File: src/rtl/cache_mem_arbiter.sv
// Arbitrates the icache and dcache line-miss ports onto the single cacheline adaptor port.
// Define ARB_ROUND_ROBIN_EN for round-robin tie breaking; default build gives dcache fixed priority.
module cache_mem_arbiter #(
  parameter int ADDR_WIDTH = 32,
  parameter int LINE_WIDTH = 256
) (
  input  logic                  clk,
  input  logic                  reset_n,
  input  logic [ADDR_WIDTH-1:0] i_address_i,
  input  logic                  i_read_i,
  output logic [LINE_WIDTH-1:0] i_line_o,
  output logic                  i_resp_o,
  input  logic [ADDR_WIDTH-1:0] d_address_i,
  input  logic                  d_read_i,
  input  logic                  d_write_i,
  input  logic [LINE_WIDTH-1:0] d_line_i,
  output logic [LINE_WIDTH-1:0] d_line_o,
  output logic                  d_resp_o,
  output logic [ADDR_WIDTH-1:0] mem_address_o,
  output logic                  mem_read_o,
  output logic                  mem_write_o,
  output logic [LINE_WIDTH-1:0] mem_line_o,
  input  logic [LINE_WIDTH-1:0] mem_line_i,
  input  logic                  mem_resp_i
);

  typedef enum logic [1:0] {
    IDLE    = 2'd0,
    I_BUSY  = 2'd1,
    D_BUSY  = 2'd2,
    RECOVER = 2'd3
  } state_e;

  state_e                state_q, state_d;
  logic [ADDR_WIDTH-1:0] addr_q, addr_d;
  logic                  write_q, write_d;
  logic [LINE_WIDTH-1:0] line_q, line_d;
  logic                  iReq, dReq, grantD, busy;

  assign iReq = i_read_i;
  assign dReq = d_read_i | d_write_i;

`ifdef ARB_ROUND_ROBIN_EN
  // rrLast_q = 1 means the dcache won the most recent grant.
  logic rrLast_q, rrLast_d;

  assign grantD = dReq && (!iReq || !rrLast_q);

  always_comb begin
    rrLast_d = rrLast_q;
    if ((state_q == IDLE) && (iReq || dReq)) begin
      rrLast_d = grantD;
    end
  end

  always_ff @(posedge clk or negedge reset_n) begin
    if (!reset_n) begin
      rrLast_q <= 1'b0;
    end else begin
      rrLast_q <= rrLast_d;
    end
  end
`else
  assign grantD = dReq;
`endif

  always_ff @(posedge clk or negedge reset_n) begin
    if (!reset_n) begin
      state_q <= IDLE;
      addr_q  <= '0;
      write_q <= 1'b0;
      line_q  <= '0;
    end else begin
      state_q <= state_d;
      addr_q  <= addr_d;
      write_q <= write_d;
      line_q  <= line_d;
    end
  end

  // Requests are only looked at in IDLE; the latches freeze the winner until RECOVER.
  always_comb begin
    state_d = state_q;
    addr_d  = addr_q;
    write_d = write_q;
    line_d  = line_q;
    case (state_q)
      IDLE: begin
        if (grantD) begin
          state_d = D_BUSY;
          addr_d  = d_address_i;
          write_d = d_write_i;
          if (d_write_i) begin
            line_d = d_line_i;
          end
        end else if (iReq) begin
          state_d = I_BUSY;
          addr_d  = i_address_i;
          write_d = 1'b0;
        end
      end
      I_BUSY, D_BUSY: begin
        if (mem_resp_i) begin
          state_d = RECOVER;
        end
      end
      RECOVER: begin
        state_d = IDLE;
      end
      default: begin
        state_d = IDLE;
      end
    endcase
  end

  // A stray mem_resp_i outside a busy state is deliberately dropped here.
  always_comb begin
    busy          = (state_q == I_BUSY) || (state_q == D_BUSY);
    mem_address_o = addr_q;
    mem_line_o    = line_q;
    mem_read_o    = busy && !write_q;
    mem_write_o   = busy && write_q;
    i_resp_o      = (state_q == I_BUSY) && mem_resp_i;
    d_resp_o      = (state_q == D_BUSY) && mem_resp_i;
  end

  assign i_line_o = mem_line_i;
  assign d_line_o = mem_line_i;

endmodule

File: config.mk
export PLATFORM = sky130hd
export DESIGN_NAME = cache_mem_arbiter
export DESIGN_NICKNAME = d
export VERILOG_FILES = /design/src/rtl/cache_mem_arbiter.sv
export SDC_FILE = /design/constraint.sdc
export NUM_CORES = 1
export LEC_CHECK = 0
export BUFFER_PORTS_ARGS = -buffer_cell sky130_fd_sc_hd__clkbuf_2
export CAP_MARGIN = 5
export CORE_AREA = 2 2 546 548
export CTS_BUF_LIST = sky130_fd_sc_hd__clkbuf_4 sky130_fd_sc_hd__clkbuf_8
export CTS_CLUSTER_DIAMETER = 30
export DETAILED_ROUTE_END_ITERATION = 10
export DIE_AREA = 0 0 548 550
export HOLD_SLACK_MARGIN = 0.03
export MAX_ROUTING_LAYER = met4
export PLACE_DENSITY_LB_ADDON = 0.08
export SYNTH_ARGS = -nofsm -noshare
export SYNTH_HDL_FRONTEND = slang
export SYNTH_SLANG_ARGS = --single-unit
File: constraint.sdc
create_clock -name clk -period 2.2 [get_ports clk]
set_input_delay 0.44 -clock clk [delete_from_list [all_inputs] [get_ports clk]]
set_output_delay 0.44 -clock clk [all_outputs]
set_load 0.01 [all_outputs]
==> metrics.txt, run 1 <==
status=complete, but fails checks; failing checks=setup timing; Data arrival, critical path=about 1.8 ns; Slew Viols, Final=0; Rows=200; Crit Path Class=flip-flop to output pin; most common cell after layout, fill and taps aside=clkbuf_2; Seq cells post-synth=a little under 300; path depth of the worst reg2reg path=6; Final setup viols=4; vias in the first global route=between 10000 and 15000; drt total wl=between 80000 and 90000 um; Clock Latency Late Sink=~0.92 ns; I/O pin total=around 1400; Cells on Worst Hold Path=5; most frequent cells in the layout=clkbuf_2 (605), dlygate4sd3_1 (327), dfrtp_1 (288), mux2_4 (229), clkbuf_8 (177); CP Cell Sequence=inv_2 -> ha_4 -> and2_1 -> buf_8; Root Driver=clkbuf_8; initial antenna violation count=24; post-detail-place hpwl=68200 um; per-cell routed wire length=approximately 15 um; delay-heaviest family, CP=flip-flops; Post-Syn Area per Cell=about 13 um^2; final period utilization=104%; H-Tree Depth=3; via count=10900; Worst Path Required=~1.8 ns; core footprint=0.296 mm^2; Final Util=8.99%; layout cells sized above 1=61.4%; Compound-Gate Fraction of Synth Area=under 10%; Syn Nets=around 1800; critical path depth=4; critical-path maximum fanout=3; CTS Sinks=291; Ys Warns=0; sequential fraction of the synthesis area=between 40 and 50%; clock slew seen by the registers of the worst setup and hold paths=0.04 ns; port buffer count=slightly above 600; RSZ-0062 raised after global routing=yes; PD cells=1320 mW/mm^2; CP endpoint kind=output pin; largest net degree at the start of global routing=52; DRC=0; Area Overhead vs Synth=65.9%; largest family of logic cells by synthesized area=buffers and inverters; Die ar.=0.301 mm^2; synthesized cell area=approximately 0.016 mm^2; Bufs and invs on worst path=2; slowest cell on the critical path=dfrtp_1; Post-Synth Simple-Gate Area=roughly 1.1%; Hold Vio Cnt, Final=0; Max Cap Violations=0; Yosys cell types=21; worst-case clock buffer depth=4; Fillers=34200; xor/xnor share of the synthesized area=0%; Tightest Pin Transition=0.473 ns; Slew headroom=between 60% and 70%; fin nets=about 2400; Post-Synth Adder-Cell Area=less than 1%; GRT Util Overall=under 10%; GRT overflow=0; GP Congestion=just over 0.7; Static Leak=11.8 nW; die height=about 550 um; Max VDD drop=around 430 uV; die width=548 um; max incr delay on CP=0.38 ns; vias per inst=between 1.5 and 2; Startpoint Class=flip-flop; CTS buffer count=122; ANT nets after route=0; skew final=approximately 0.1 ns; initial drt markers=about 270; global-route wire length before repair=between 100000 and 150000 um; TritonCTS clock tree=built; drt first pass iters=5; Mapped Cells=1216; Final Critical Period=between 2 and 2.5 ns; PnR worst setup slack=-0.0847 ns; Pwr Total=roughly 35 mW; DP Worst Slack=roughly 0.21 ns; worst hold path type=input pin to flip-flop; post-synthesis mux area share=about a quarter; FMAX=about 0.44 GHz; Starting Density=under 10%
==> where the power goes <==
part | leakage (nW) | switching (mW) | internal (mW)
clock network | 1.49 | 3.84 | 7.62
registers | 3.47 | 1.80 | 8.14
logic | 6.84 | 6.89 | 6.84
total | 11.8 | 12.5 | 22.6
==> cells by family (layout without fill, tap and decap cells) <==
family | after synthesis | count (layout)
buffers and inverters | 554 | 1211
other | 0 | 11
AOI/OAI and AO/OA | 35 | 35
adders and majority gates | 4 | 4
muxes | 291 | 291
DFF | 291 | 291
and+or+nand+nor | 41 | 41
==> synth_stat cells, drive strengths merged <==
cell type	n	area share, %
buf	548	26
dfrtp	291	45
mux2	257	23
nand2	35	0.84
mux2i	34	2.1
o21ai	32	1.0
ha	4	0.31
inv	4	0.094
and2	3	0.12
clkbuf	2	0.070
nor2	2	0.094
a21oi	1	0.031
a32oi	1	0.055
nor2b	1	0.039
o31ai	1	0.047
==> flip-flops by register name, summed over array words and instances, names as in the netlist <==
register	cells
mem_address_o	32
mem_line_o	256
state_q	2
write_q	1
==> area by class of cell <==
type                            count  area, um^2  share of cell area, %
Antenna cell                       11        27.5                  0.104
Clock buffer                      205        2630                   9.89
Clock inverter                     18         163                  0.613
Inverter                            4        15.0                 0.0565
Multi-Input combinational cell    371        4550                   17.2
Sequential cell                   291        7290                   27.4
Tap cell                         3939        4930                   18.6
Timing Repair Buffer              984        6950                   26.2
==> metrics by stage <==
step                      hold WS (ns)  instance area (um^2)  std cells  setup TNS (ns)
after detailed placement         0.436                 20300       5257               0
after CTS                       0.0767                 26500       5810          -0.929
after floorplan                  0.144                 16000       1216               0
final                            0.211                 26600       5823          -0.282
after global routing             0.195                 26600       5822          -0.919
after global placement           0.419                 20300       5257               0
==> worst paths after layout <==
check	from	slack, ns	endpoint
worst min register to register	mem_address_o[24]	0.48	mem_address_o[24]
worst max-delay path	state_q[1]	-0.08	mem_write_o
worst max register to register	state_q[1]	0.26	state_q[0]
worst min-delay path	d_read_i	0.21	mem_address_o[25]
max in group asynchronous	reset_n	0.93	mem_line_o[148]
min in group asynchronous	reset_n	0.64	mem_line_o[250]
==> tightest hold or removal path, stage by stage <==
cell and delay [ns]:
clkbuf_2 0.15, o31ai_4 0.10, buf_4 0.23, nand2_1 0.09, o21ai_0 0.06
==> metal layers <==
layer	global-route usage, %	vias to the layer above	routed length (um)	share of wire [%]
li1	-	4703	-	-
met3	3.11	274	10500	12
met1	6.26	5114	35000	41
met4	2.76	0	3620	4.3
met2	7.89	809	35300	42
met5	-	-	0	0
==> what timing repair did <==
item | CTS | global route
gates resized for setup | 26 | 3
buffers inserted | 2 | 2
hold endpoints to repair | 582 | 0
cloned | 0 | 0
pin swaps | 1 | 0
setup endpoints to repair | 13 | 4
hold buffers | 328 | 0
Power figures use the tool's default switching activity.
==> inputs of run 2 (changes only) <==
--- a/config.mk
+++ b/config.mk
@@ -5,13 +5,14 @@
 export SDC_FILE = /design/constraint.sdc
 export NUM_CORES = 1
 export LEC_CHECK = 0
+export ABC_AREA = 1
 export BUFFER_PORTS_ARGS = -buffer_cell sky130_fd_sc_hd__clkbuf_2
 export CAP_MARGIN = 5
-export CORE_AREA = 2 2 546 548
+export CORE_AREA = 2 2 544 546
 export CTS_BUF_LIST = sky130_fd_sc_hd__clkbuf_4 sky130_fd_sc_hd__clkbuf_8
 export CTS_CLUSTER_DIAMETER = 30
 export DETAILED_ROUTE_END_ITERATION = 10
-export DIE_AREA = 0 0 548 550
+export DIE_AREA = 0 0 546 548
 export HOLD_SLACK_MARGIN = 0.03
 export MAX_ROUTING_LAYER = met4
 export PLACE_DENSITY_LB_ADDON = 0.08
==> metrics.txt, run 2 <==
status=complete, but fails checks (unchanged); failing checks=setup timing (unchanged); ys async rst share=100% (unchanged); RSZ-0062 raised after global routing=yes (unchanged); core footprint=0.293 mm^2 (was 0.296 mm^2); FMAX=0.446 GHz (was 0.438 GHz); post-route cell area=0.0271 mm^2 (was 0.0266 mm^2); Mapped Cells=1901 (was 1216); critical-path maximum fanout=3 (unchanged); Seq cells post-synth=291 (unchanged); Ys Warns=0 (unchanged); global-route wire length before repair=165000 um (was 111000 um); Tightest Pin Transition=0.418 ns (was 0.473 ns); initial drt markers=577 (was 274); FF/Latch Area=0.00728 mm^2 (was 0.00729 mm^2); most common cell after layout, fill and taps aside=nand2_1 (was clkbuf_2); Max Cap Violations=0 (unchanged); H-Tree Depth=4 (was 3); CTS buffer count=154 (was 122); Final setup viols=4 (unchanged); CTS Sinks=291 (unchanged); via count=14900 (was 10900); skew final=0.0515 ns (was 0.100 ns); drt first pass iters=4 (was 5); worst-case clock buffer depth=4 (unchanged); synthesized cell area=0.0159 mm^2 (was 0.0160 mm^2); GRT Util Overall=8.56% (was 5.58%); largest net degree at the start of global routing=55 (was 52); die height=548 um (was 550 um); initial antenna violation count=36 (was 24); layout cells sized above 1=37.6% (was 61.4%); vias per inst=2.28 (was 1.87); max reg flops=256 (unchanged); PnR worst setup slack=-0.0409 ns (was -0.0847 ns); Slew Viols, Final=0 (unchanged); post-detail-place hpwl=104000 um (was 68200 um); fin nets=3080 (was 2360); GP Congestion=0.692 (was 0.713); Static Leak=12.7 nW (was 11.8 nW); Clock Latency Late Sink=0.84 ns (was 0.92 ns); share of the synthesized area in the top cell type=45.9% (was 45.5%); clock slew seen by the registers of the worst setup and hold paths=0.04 ns (about the same); Die ar.=0.299 mm^2 (was 0.301 mm^2); Main synth FF type=dfrtp_1 (unchanged); Synth top cells by count=nand2_1 (688), buf_4 (549), dfrtp_1 (291) (was buf_4 (517), dfrtp_1 (291), mux2_4 (229)); Rows=199 (was 200); drt total wl=127000 um (was 84500 um); Data arrival, critical path=1.80 ns (was 1.84 ns); TNS Setup=-0.113 ns (was -0.282 ns); Syn Nets=2487 (was 1802); die width=546 um (was 548 um); Final Critical Period=2.24 ns (was 2.28 ns); Root Driver=clkbuf_8 (unchanged); PD cells=1340 mW/mm^2 (was 1320 mW/mm^2); GRT overflow=0 (unchanged); Area Overhead vs Synth=70.6% (was 65.9%); Slew headroom=72.1% (was 68.5%); Synth area leader=dfrtp_1 (unchanged); final period utilization=102% (was 104%); TritonCTS clock tree=built (unchanged); sequential fraction of the synthesis area=45.9% (was 45.5%); port buffer count=617 (unchanged); Fillers=34400 (was 34200); worst hold path type=input pin to flip-flop (unchanged); Startpoint Class=flip-flop (unchanged); vias in the first global route=16500 (was 12200); Yosys cell types=14 (was 21); most common cell in the synthesized netlist=nand2_1 (was buf_4); multi-input combinational cell area=0.00415 mm^2 (was 0.00455 mm^2); ANT nets after route=0 (unchanged); Max VDD drop=470 uV (was 429 uV); CP endpoint kind=output pin (unchanged); Worst Path Required=1.76 ns (about the same); Hold Vio Cnt, Final=0 (unchanged); per-cell routed wire length=19.5 um (was 14.5 um); synth top area cells=dfrtp_1 (46%), buf_4 (26%), nand2_1 (16%), nand3_1 (8.2%), buf_2 (1.8%) (was dfrtp_1 (45%), buf_4 (24%), mux2_4 (21%), mux2i_1 (2.1%), mux2_2 (2.0%)); Starting Density=5.42% (about the same); DRC=0 (unchanged); Post-Syn Area per Cell=8.35 um^2 (was 13.2 um^2); I/O pin total=1386 (unchanged); EDFF count, synth=0 (unchanged); Crit Path Class=flip-flop to output pin (unchanged); Area after DPL=0.0205 mm^2 (was 0.0203 mm^2); most frequent cells in the layout=nand2_1 (687), clkbuf_2 (611), dlygate4sd3_1 (343), dfrtp_1 (290), nand3_1 (259) (was clkbuf_2 (605), dlygate4sd3_1 (327), dfrtp_1 (288), mux2_4 (229), clkbuf_8 (177))
## run 2: cell types whose count changed after synthesis, sizes merged, moves of 3 or more
| cell | previous run | this run |
|---|---|---|
| clkbuf | 2 | 7 |
| nand2 | 35 | 689 |
| mux2i | 34 | 0 |
| nand3 | 0 | 259 |
| buf | 548 | 606 |
| and2 | 3 | 0 |
| mux2 | 257 | 0 |
| inv | 4 | 9 |
## run 2: stage by stage
step           instances  setup WS, ns  total power, mW  utilization, %  hold WS, ns
2_1_floorplan       1901         0.821             15.6               -        0.144
3_5_place_dp        5903         0.291             24.0            6.99        0.401
6_report            6513       -0.0409             36.2            9.24        0.163
3_3_place_gp        5903         0.285             24.2            6.99        0.399
4_1_cts             6505        -0.261             38.2            9.21       0.0373
5_1_grt             6512        -0.215             39.8            9.24        0.118
## run 2: path summary, 6_finish.rpt
check,cells past startpoint,from,end,slack [ns]
min,5,i_read_i,state_q[1],0.16
min in group asynchronous,3,reset_n,mem_line_o[253],0.32
min reg2reg,2,mem_line_o[126],mem_line_o[126],0.46
max in group asynchronous,4,reset_n,mem_line_o[206],1.43
max,5,state_q[1],mem_read_o,-0.04
max reg2reg,7,state_q[0],mem_line_o[235],0.20
## run 2: worst max-delay path: stages, from the launching register on
cell     delay, ns
dfrtp_1       0.35
inv_2         0.07
ha_4          0.28
inv_2         0.04
nor2_2        0.07
buf_2         0.15
## run 2: timing repair
action,CTS,global route
buffers inserted,5,5
hold buffers,344,0
pin swaps,2,2
hold endpoints to repair,544,0
endpoints found under the setup margin,6,18
resized for setup,10,9
cloned,0,0
## run 2: logic make-up (layout without fill, tap and decap cells)
logic type / count (synthesis) / count (layout) / share of synthesized area [%]
simple gates: 951 / 951 / 24.6
compound gates: 33 / 33 / 1.04
other cells: 0 / 3 / 0
fa+ha+maj: 4 / 4 / 0.315
buf+inv: 622 / 1312 / 28.1
flops: 291 / 291 / 45.9
## run 2: layout make-up
class	count	share of cell area, %
repair buffers	1050	28.3
clock inverters	11	0.356
diodes	3	0.0277
multi-input cells	988	15.3
well taps	3919	18.1
clock buffers	242	10.8
inverters	9	0.125
flip-flops and latches	291	26.9
## run 2: per-layer routing
layer | vias to the layer above | GRT usage (%) | wire, um
li1 | 6710 | - | -
met1 | 6696 | 8.35 | 45500
met2 | 1034 | 13.2 | 56700
met3 | 412 | 5.28 | 17900
met4 | 0 | 4.44 | 6840
met5 | - | - | 0
## run 2: report_power, final
group | internal (mW) | switching (mW)
Clock | 8.19 | 4.37
Combinational | 4.79 | 9.38
Sequential | 7.92 | 1.58
Total | 20.9 | 15.3
==> inputs of run 3 (changes only) <==
--- a/config.mk
+++ b/config.mk
@@ -8,11 +8,12 @@
 export ABC_AREA = 1
 export BUFFER_PORTS_ARGS = -buffer_cell sky130_fd_sc_hd__clkbuf_2
 export CAP_MARGIN = 5
-export CORE_AREA = 2 2 544 546
+export CORE_AREA = 2 2 548 550
 export CTS_BUF_LIST = sky130_fd_sc_hd__clkbuf_4 sky130_fd_sc_hd__clkbuf_8
 export CTS_CLUSTER_DIAMETER = 30
 export DETAILED_ROUTE_END_ITERATION = 10
-export DIE_AREA = 0 0 546 548
+export DIE_AREA = 0 0 550 552
+export GPL_TIMING_DRIVEN = 0
 export HOLD_SLACK_MARGIN = 0.03
 export MAX_ROUTING_LAYER = met4
 export PLACE_DENSITY_LB_ADDON = 0.08
==> constraint.sdc (replaced) <==
create_clock -name clk -period 2.36 [get_ports clk]
set_input_delay 0.472 -clock clk [delete_from_list [all_inputs] [get_ports clk]]
set_output_delay 0.472 -clock clk [all_outputs]
set_load 0.01 [all_outputs]
==> metrics.txt, run 3 (synthesized netlist as in run 2, its figures left out) <==
PD cells=1080 mW/mm^2 (was 1340 mW/mm^2); vias per inst=2.46 (was 2.28); worst-case clock buffer depth=4 (unchanged); GR Util met1=9.53% (was 8.35%); GR peak layer=met2 (unchanged); Starting Density=5.32% (was 5.42%); CTS buffer count=155 (was 154); slowest cell on the critical path=dfrtp_1 (unchanged); per-cell routed wire length=18.9 um (was 19.5 um); GR Util met2=15.8% (was 13.2%); die height=552 um (was 548 um); Max Cap Violations=0 (unchanged); Fillers=35000 (was 34400); FMAX=between 0.4 and 0.5 GHz; critical-path maximum fanout=3 (unchanged); max incr delay on CP=0.36 ns (was 0.35 ns); Slew headroom=28.4% (was 72.1%); I/O pin total=1386 (unchanged); initial drt markers=592 (was 577); Tightest Pin Transition=1.07 ns (was 0.418 ns); GRT Util Overall=9.42% (was 8.56%); Startpoint Class=flip-flop (unchanged); CP endpoint kind=output pin (unchanged); Clock Latency Late Sink=0.90 ns (was 0.84 ns); Max VDD drop=311 uV (was 470 uV); die width=550 um (was 546 um); max reg flops=256 (unchanged); Area after DPL=0.0266 mm^2 (was 0.0205 mm^2); initial antenna violation count=35 (was 36); Worst Path Required=1.89 ns (was 1.76 ns); DRC=0 (unchanged); GP Congestion=0.756 (was 0.692); CP Cell Sequence=inv_2 -> ha_4 -> inv_4 -> nor2_4 -> buf_8 (was inv_2 -> ha_4 -> inv_2 -> nor2_2 -> buf_2); most frequent cells in the layout=clkbuf_2 (1125), nand2_1 (685), buf_4 (559), dlygate4sd3_1 (326), dfrtp_1 (291) (was nand2_1 (687), clkbuf_2 (611), dlygate4sd3_1 (343), dfrtp_1 (290), nand3_1 (259)); DP Worst Slack=-0.771 ns (was 0.291 ns); Final setup viols=0 (was 4); Area Overhead vs Synth=109% (was 70.6%); met3 Use GR=4.71% (was 5.28%); layout cells sized above 1=55.8% (was 37.6%); PnR worst setup slack=0.0952 ns (was -0.0409 ns); Final Critical Period=approximately 2.3 ns; delay-heaviest family, CP=flip-flops (unchanged); worst hold path type=input pin to flip-flop (unchanged); TNS Setup=0 ns (was -0.113 ns); FF/Latch Area=0.00728 mm^2 (about the same); core footprint=0.298 mm^2 (was 0.293 mm^2); Static Leak=17.2 nW (was 12.7 nW); status=finished clean (was complete, but fails checks); post-detail-place hpwl=123000 um (was 104000 um); drt total wl=144000 um (was 127000 um); drt first pass iters=5 (was 4); clock slew seen by the registers of the worst setup and hold paths=0.04 ns (about the same); Die ar.=0.304 mm^2 (was 0.299 mm^2); GRT overflow=0 (unchanged); port buffer count=1129 (was 617); vias in the first global route=20200 (was 16500); TritonCTS clock tree=built (unchanged); CTS Sinks=291 (unchanged); Rows=201 (was 199); Crit Path Class=flip-flop to output pin (unchanged); Slew Viols, Final=0 (unchanged); multi-input combinational cell area=0.00417 mm^2 (was 0.00415 mm^2); Bufs and invs on worst path=3 (unchanged); Data arrival, critical path=1.79 ns (was 1.80 ns); skew final=0.0884 ns (was 0.0515 ns); final non-filler cell total=7605 (was 6513); Hold Vio Cnt, Final=0 (unchanged); fin nets=4109 (was 3080); ANT nets after route=0 (unchanged); global-route wire length before repair=187000 um (was 165000 um); via count=18700 (was 14900); largest net degree at the start of global routing=75 (was 55); RSZ-0062 raised after global routing=yes (unchanged); Root Driver=clkbuf_8 (unchanged); Final Util=11.1% (was 9.24%); post-route cell area=0.0332 mm^2 (was 0.0271 mm^2); H-Tree Depth=4 (unchanged); Placed Cells=6992 (was 5903); most common cell after layout, fill and taps aside=clkbuf_2 (was nand2_1); final period utilization=a little over nine tenths
==> run 3: cell count changes in the layout (fill, tap and decap cells not counted), moves of 11 or more <==
cell and change:
buf_2 +49, buf_4 +504, diode_2 +11, dlygate4sd3_1 -17, buf_12 -33, clkbuf_2 +514
==> run 3: area by class of cell <==
cell class	instances	share of cell area (%)
Timing Repair Buffer	1465	27.5
Sequential cell	291	21.9
Tap cell	3958	14.9
Buffer	613	13.4
Multi-Input combinational cell	988	12.6
Clock buffer	252	9.06
Clock inverter	15	0.482
Inverter	9	0.117
Antenna cell	14	0.105
==> run 3: layer usage <==
layer	routed length (um)	up-vias
met4	3900	0
met1	53000	8590
li1	-	8821
met5	0	-
met2	69500	1048
met3	17700	220
==> run 3: timing repair <==
item,CTS,global route
hold buffers,327,0
buffers inserted,2,3
pin swaps,2,3
hold endpoints to repair,442,0
setup endpoints to repair,261,12
resized for setup,27,11
==> run 3: per-stage QoR <==
stage | hold slack, ns | power [mW]
6_report | 0.188 | 35.8
5_1_grt | 0.139 | 39.3
2_1_floorplan | 0.176 | 14.5
4_1_cts | 0.0346 | 37.6
3_5_place_dp | 0.445 | 23.9
3_3_place_gp | 0.459 | 24.0
==> run 3: worst register-to-register path: stages (launching register included) <==
cell     delay, ns
dfrtp_1       0.39
inv_2         0.10
ha_4          0.12
buf_4         0.30
buf_4         0.35
buf_2         0.30
nand3_1       0.39
nand2_1       0.20
==> run 3: final timing paths <==
path                                 startpoint  slack (ns)  cells past startpoint         endpoint
worst max-delay path                 state_q[1]         0.1                      5       mem_read_o
worst min-delay path                   i_read_i        0.19                      6       state_q[0]
worst max register to register       state_q[1]        0.13                      7   mem_line_o[25]
worst min register to register  mem_line_o[147]        0.46                      2  mem_line_o[147]
max in group asynchronous               reset_n        0.63                      5  mem_line_o[254]
min in group asynchronous               reset_n        0.64                      3   mem_line_o[13]
==> run 3: where the power goes <==
group	internal, mW	total [mW]	switching (mW)
logic	4.90	14.8	9.93
clock network	8.00	12.2	4.18
registers	7.38	8.74	1.37
